## src/rtl/fifo_read_ctrl.sv

```systemverilog
// Drains a FIFO read port into a 3-entry in-order buffer and presents it as a
// valid/ready stream. Read issue depends only on registered state and empty.
module fifo_read_ctrl #(
  parameter int unsigned data_width = 8
) (
  input  logic                  r_clk,
  input  logic                  rrst_n,
  input  logic                  empty,
  input  logic [data_width-1:0] data_out,
  output logic                  r_en,
  output logic                  m_valid,
  output logic [data_width-1:0] m_data,
  input  logic                  m_ready,
  output logic [15:0]           rd_count,
  output logic                  busy
);

  logic [data_width-1:0] store [3];
  logic [1:0]            head;
  logic [1:0]            tail;
  logic [1:0]            occ;
  logic                  inflight;
  logic [2:0]            pending;
  logic                  push;
  logic                  pop;

  function automatic logic [1:0] next_idx(input logic [1:0] idx);
    return (idx == 2'd2) ? 2'd0 : idx + 2'd1;
  endfunction

  // Words already buffered plus the one in flight reserve buffer slots, so a
  // read is only issued when its data is guaranteed a free slot on arrival.
  assign pending  = {1'b0, occ} + {2'b00, inflight};
  assign r_en     = rrst_n && !empty && (pending < 3'd3);
  assign m_valid  = (occ != 2'd0);
  assign m_data   = m_valid ? store[head] : '0;
  assign busy     = m_valid || inflight;
  assign push     = inflight;
  assign pop      = m_valid && m_ready;

  always_ff @(posedge r_clk or negedge rrst_n) begin
    if (!rrst_n) begin
      head     <= '0;
      tail     <= '0;
      occ      <= '0;
      inflight <= 1'b0;
      rd_count <= '0;
    end else begin
      inflight <= r_en;
      if (push) tail <= next_idx(tail);
      if (pop) begin
        head     <= next_idx(head);
        rd_count <= rd_count + 16'd1;
      end
      case ({push, pop})
        2'b10:   occ <= occ + 2'd1;
        2'b01:   occ <= occ - 2'd1;
        default: occ <= occ;
      endcase
    end
  end

  // Data storage carries no reset; its contents are only observable via
  // m_data, which is gated by occupancy.
  always_ff @(posedge r_clk) begin
    if (push) store[tail] <= data_out;
  end

endmodule

```

## config.mk

```make
export PLATFORM = sky130hd
export DESIGN_NAME = fifo_read_ctrl
export DESIGN_NICKNAME = d
export VERILOG_FILES = /design/src/rtl/fifo_read_ctrl.sv
export SDC_FILE = /design/constraint.sdc
export NUM_CORES = 1
export LEC_CHECK = 0
export ABC_AREA = 1
export BUFFER_PORTS_ARGS = -buffer_cell sky130_fd_sc_hd__buf_4
export CAP_MARGIN = 10
export CELL_PAD_IN_SITES_DETAIL_PLACEMENT = 1
export CELL_PAD_IN_SITES_GLOBAL_PLACEMENT = 2
export CORE_ASPECT_RATIO = 1.5
export CORE_MARGIN = 3
export CORE_UTILIZATION = 33
export CTS_BUF_LIST = sky130_fd_sc_hd__clkbuf_4
export CTS_CLUSTER_SIZE = 12
export DETAILED_ROUTE_END_ITERATION = 8
export GPL_TIMING_DRIVEN = 0
export PLACE_DENSITY = 0.79
export SLEW_MARGIN = 20
export SYNTH_ARGS = -nofsm -noshare
export SYNTH_HDL_FRONTEND = slang
export SYNTH_SLANG_ARGS = --single-unit
```

## constraint.sdc

```tcl
create_clock -name r_clk -period 1.5 [get_ports r_clk]
set_input_delay 0.3 -clock r_clk [delete_from_list [all_inputs] [get_ports r_clk]]
set_output_delay 0.3 -clock r_clk [all_outputs]
set_load 0.01 [all_outputs]
```

# After elaboration in Yosys (flattened, before gate mapping)
# Memories as Yosys holds them, arrays and structs flattened.
# Cells that the tools add are included.
# totals
register_bits,23
mem_bits_rw,24
output_inout_bits,27
elab_cells,30
n_memories,1
# mem_list
name,words,word_bits,read_ports,rd_clocked_by_memory_dff,write_ports,line,text
store,3,8,1,0,1,18,logic [data_width-1:0] store [3];
# op_classes
addsub,6
order_cmp,1
eq_ne,4
muxes,6
n_reduce_logical,7
# op_table
operator,count
"16-bit by 1-bit adder with 16-bit output, second input constant",1
8-bit 2-to-1 mux,1
"2-bit by 1-bit adder with 2-bit output, second input constant",3
"2-bit equality test, second input constant",3
2-bit 2-to-1 mux,2
2-bit case mux with 2 select lines,1
2-bit nonzero test,2
2-bit by 1-bit adder with 3-bit output,1
1-bit logical AND,3
"3-bit by 2-bit less-than comparator with 1-bit output, second input constant",1
"2-bit by 1-bit equality test with 1-bit output, second input constant",1
1-bit 2-to-1 mux,2
"2-bit by 1-bit subtractor with 2-bit output, second input constant",1
1-bit logical NOT,1
1-bit logical OR,1

# Depth between registers and ports, before layout
# depth
depth_word,4
depth_mapped,8

# Worst setup path before layout
# Ideal clock, no wire load.
# synth_timing
path_kind,register to output
start,register occ[0]
end,output r_en
arrival_ps,1469
path_slack_ps,-269
stages_incl_launch_ff,5
path_cell_list,dfrtp_1 -> ha_1 -> ha_1 -> or3b_2 -> a21oi_1
# synth_via
elab_chain_len,3
# synth_rtl
element,line,text
from (decl),21,logic [1:0] occ;
from (signal assigned),56,2'b10: occ <= occ + 2'd1;
from (signal assigned),57,2'b01: occ <= occ - 2'd1;
2-bit by 1-bit adder with 3-bit output,33,"assign pending = {1'b0, occ} + {2'b00, inflight};"
3-bit by 2-bit less-than comparator with 1-bit output,34,assign r_en = rrst_n && !empty && (pending < 3'd3);
1-bit logical AND,34,
to (decl),10,"output logic r_en,"
# No other way between the ends.

# Worst setup path in the final report
# Ends and elaborated chain as after synthesis.

==> PnR_summary.wiki <==
{| class="wikitable"
! Metric !! Value
|-
| Result of the run || complete, but fails checks
|-
| Violated checks || setup timing
|-
| Full die area || 0.00760 mm2
|-
| Critical hold path startpoint || data_out[2]
|-
| Diode insertion count for antenna repair || 0
|-
| Max-capacitance violation count || 0
|-
| Setup slack of the most critical reg-to-reg path || -0.33 ns
|-
| TritonCTS clock tree || built
|-
| Part of the cycle the worst path needs || 137%
|-
| Yosys synthesis warning count || 0
|-
| Launching point of the worst reg2reg path || occ[0]
|-
| Most common cell after layout, fill and taps aside || nand2_1
|-
| Arrival time at the worst endpoint || 1.75 ns
|-
| Simple logic cell fraction of the synthesized area || 24.9%
|-
| Distinct cells, synth || 24
|-
| First-pass GRT wire length || slightly below 8 mm
|-
| Max FO, Critical Path || 2
|-
| Hold Path Class || in2reg
|-
| Clock-pin transition on the worst setup and hold timing paths || 0.14 ns
|-
| Final-report max-slew violation count || 0
|-
| Sort of element at the end of the critical path || output port
|-
| Number of H-tree levels || 2
|-
| Critical path required time || 1.20 ns
|-
| Compound-gate portion of the synthesized area || 3.46%
|-
| Main combinational cell family by area after synthesis || simple AND/OR/NAND/NOR gates
|-
| Clock sinks || 47
|-
| Share of synthesized cell area in full adder, half adder and majority cells || ~2.3%
|-
| Avg Synthesized Cell Area || 10.3 um2
|-
| Startpoint class of the critical path || register
|-
| Skew-Pair Late Insertion Delay || 0.36 ns
|-
| Detail-routed net length per standard cell || roughly 15 um
|-
| Row count || 35
|-
| Final estimated routing congestion in global placement || 0.710
|-
| Final cell utilization of the core || a little under half
|-
| Final critical path time including I/O delays and setup || 2.05 ns
|-
| HPWL after DPL || 3.37 mm
|-
| Post-route cell area || 0.00299 mm2
|-
| Vias in the first global route || 1619
|-
| Post-detailed-route count of antenna-violating nets || 0
|-
| Setup slack after layout || -0.552 ns
|-
| Synthesized area || 0.00217 mm2
|-
| TritonCTS buffer count || 5
|-
| Synthesis-to-finish area growth || 37.7%
|-
| Master of the slowest instance on the critical path || dfrtp_2
|-
| Number of nets in the layout || 292
|-
| Sink of the worst hold path || store[0][2]
|-
| Post-synthesis cell count || 210
|-
| #FFs+latches synth || 47
|-
| Post-synthesis share of cell area spent on xor and xnor gates || under 10%
|-
| Leakage power summed over all cells || 1.39 nW
|-
| Final Hold Violating Endpoints || 0
|-
| Setup violations, final || 22
|-
| Detailed-route DRC error count || 0
|-
| CP max stage delay || 0.46 ns
|-
| Fill cells || 700
|-
| GRT Resource Usage Total || 13.4%
|-
| Final global-route overflow total || 0
|-
| FF-to-FF End || occ[1]
|-
| Proportion of layout cells with a drive suffix above 1 || 38.6%
|-
| Share of the yosys chip area belonging to registers || 59.7%
|-
| Vias per Instance || approximately 4.6
|-
| Initial detailed-routing violation count || 83
|-
| Number of vias in the routed layout || 1622
|-
| Post-layout power || 5.19 mW
|-
| Iteration count of the initial detailed-routing pass || 4
|-
| Pwr per Cell Area || 1740 mW/mm2
|-
| Number of antenna violations at the first check in global routing || 0
|-
| Reg2Reg Depth || 10
|-
| Relative max-transition margin || 66.3%
|-
| Mapped Nets || 226
|-
| Most frequent cell on the critical path || ha_4
|-
| Area of the core || 0.00626 mm2
|-
| Unrepaired setup endpoints after global routing || true
|-
| Total cell area at the placement stage || about 0.0026 mm2
|-
| Die span in x || 72.2 um
|-
| VDD IR max || between 0.0005 and 0.0006 V
|-
| Clock skew after layout || 0.0144 ns
|-
| CTS Root Cell || clkbuf_4
|-
| Pin count of the biggest net entering global routing || 24
|-
| Fmax || ~490 MHz
|-
| Number of I/O port buffers || 38
|-
| Starting utilization of the core area || between 30% and 40%
|-
| Crit Path Category || reg2out
|-
| Die height || between 100 and 150 um
|-
| Buffer levels on the longest clock path || 2
|-
| Commonest cells after routing, fill and taps aside || nand2_1 (66), buf_4 (44), edfxtp_1 (24), inv_1 (21), dfrtp_1 (21)
|-
| WHS Path Cells || 1
|-
| Transition at the pin with the smallest max-transition slack || 0.505 ns
|-
| Num ports || 39
|-
| Final Routed Wirelength || ~5.1 mm
|-
| Fraction of synthesized area in multiplexers || 0%
|-
| Cell-by-cell listing of the critical path || ha_4 > ha_4 > or3b_4 > a21oi_4 > buf_6
|}
[state kept, by name, summed over array words and instances, names as in the netlist]
register,cells
store,24
inflight,1
head,2
tail,2
rd_count,16
occ,2
[worst max-delay path by stage]
stage            from  endpoint  slack, ns  cells after the start
2_1_floorplan  occ[0]      r_en      -0.08                      4
3_3_place_gp   occ[0]      r_en      -0.23                      5
3_5_place_dp   occ[0]      r_en      -0.23                      5
4_1_cts        occ[0]      r_en      -0.59                      5
5_1_grt        occ[0]      r_en      -0.63                      5
6_report       occ[0]      r_en      -0.55                      5
[where the power goes]
group	switching, mW	internal, mW	total, mW
clock	0.410	0.351	0.761
sequential	0.250	1.62	1.87
combinational	1.27	1.29	2.56
total	1.93	3.26	5.19
[worst max-delay path: cells and delay by family (launching register included)]
family	cells	cell delay (ns)
DFF	1	0.46
buffers and inverters	1	0.12
AOI/OAI and AO/OA	1	0.13
adders and majority gates	2	0.32
and+or+nand+nor	1	0.37
[cell families (layout without fill, tap and decap cells)]
group                    count (synthesis)  after routing
AO/OA/AOI/OAI                           12             12
XOR/XNOR                                10             10
adder cells (fa/ha/maj)                  4              4
buffers and inverters                   26             92
flip-flops                              47             47
AND/OR/NAND/NOR                        111            112
[per-stage QoR]
step	setup TNS (ns)	setup slack [ns]	hold slack, ns	cells
global placement	-1.57	-0.228	0.233	322
CTS	-3.66	-0.588	0.113	341
detailed placement	-2.06	-0.232	0.229	322
global route	-8.63	-0.631	0.100	351
floorplan	-0.0814	-0.0814	0.00441	210
finish	-6.51	-0.552	0.122	351
[what timing repair did]
item / 4_1_cts / 5_1_grt
hold buffers: 3 / 0
resized for setup: 16 / 26
buffers inserted: 6 / 11
setup endpoints to repair: 20 / 21
cloned: 2 / 0
endpoints found under the hold margin: 23 / 0
pin swaps: 5 / 7
[area by class of cell]
| cell class | instances | area [um2] | share of cell area, % |
|---|---|---|---|
| Inverter | 24 | 97.6 | 3.27 |
| Timing Repair Buffer | 58 | 510 | 17.1 |
| Sequential cell | 47 | 1300 | 43.5 |
| Clock buffer | 5 | 37.5 | 1.26 |
| Tap cell | 74 | 92.6 | 3.10 |
| Clock inverter | 3 | 43.8 | 1.47 |
| Buffer | 2 | 31.3 | 1.05 |
| Multi-Input combinational cell | 138 | 876 | 29.3 |
[Yosys cell counts]
library cell | n | share of area [%]
a21boi_0 | 1 | 0.35
ha_1 | 4 | 2.3
edfxtp_1 | 24 | 33
nand2_1 | 69 | 12
inv_1 | 22 | 3.8
or3b_2 | 1 | 0.40
dfrtp_1 | 23 | 27
nand3b_1 | 4 | 1.4
nand4_4 | 2 | 2.0
xnor2_1 | 6 | 2.4
buf_12 | 1 | 0.92
nand2_2 | 5 | 1.4
nand3_2 | 1 | 0.46
nand3_1 | 5 | 1.2
nor2_2 | 2 | 0.58
o21ai_0 | 3 | 0.69
buf_2 | 1 | 0.23
a22oi_1 | 5 | 1.7
nor2_8 | 1 | 0.92
a21oi_1 | 3 | 0.69
nor2_1 | 18 | 3.1
xor2_1 | 4 | 1.6
inv_4 | 2 | 0.58
nor2_4 | 3 | 1.6
[metal layers]
| layer | global-route usage [%] | part of all wire [%] | wire length [um] | up-vias |
|---|---|---|---|---|
| met5 | 0 | 0 | 0 | - |
| met4 | 4.03 | 2.5 | 131 | 0 |
| met3 | 2.29 | 3.4 | 177 | 8 |
| met2 | 25.2 | 58 | 3010 | 39 |
| met1 | 14.9 | 36 | 1830 | 773 |
| li1 | - | - | - | 802 |
Power figures use the tool's default switching activity.
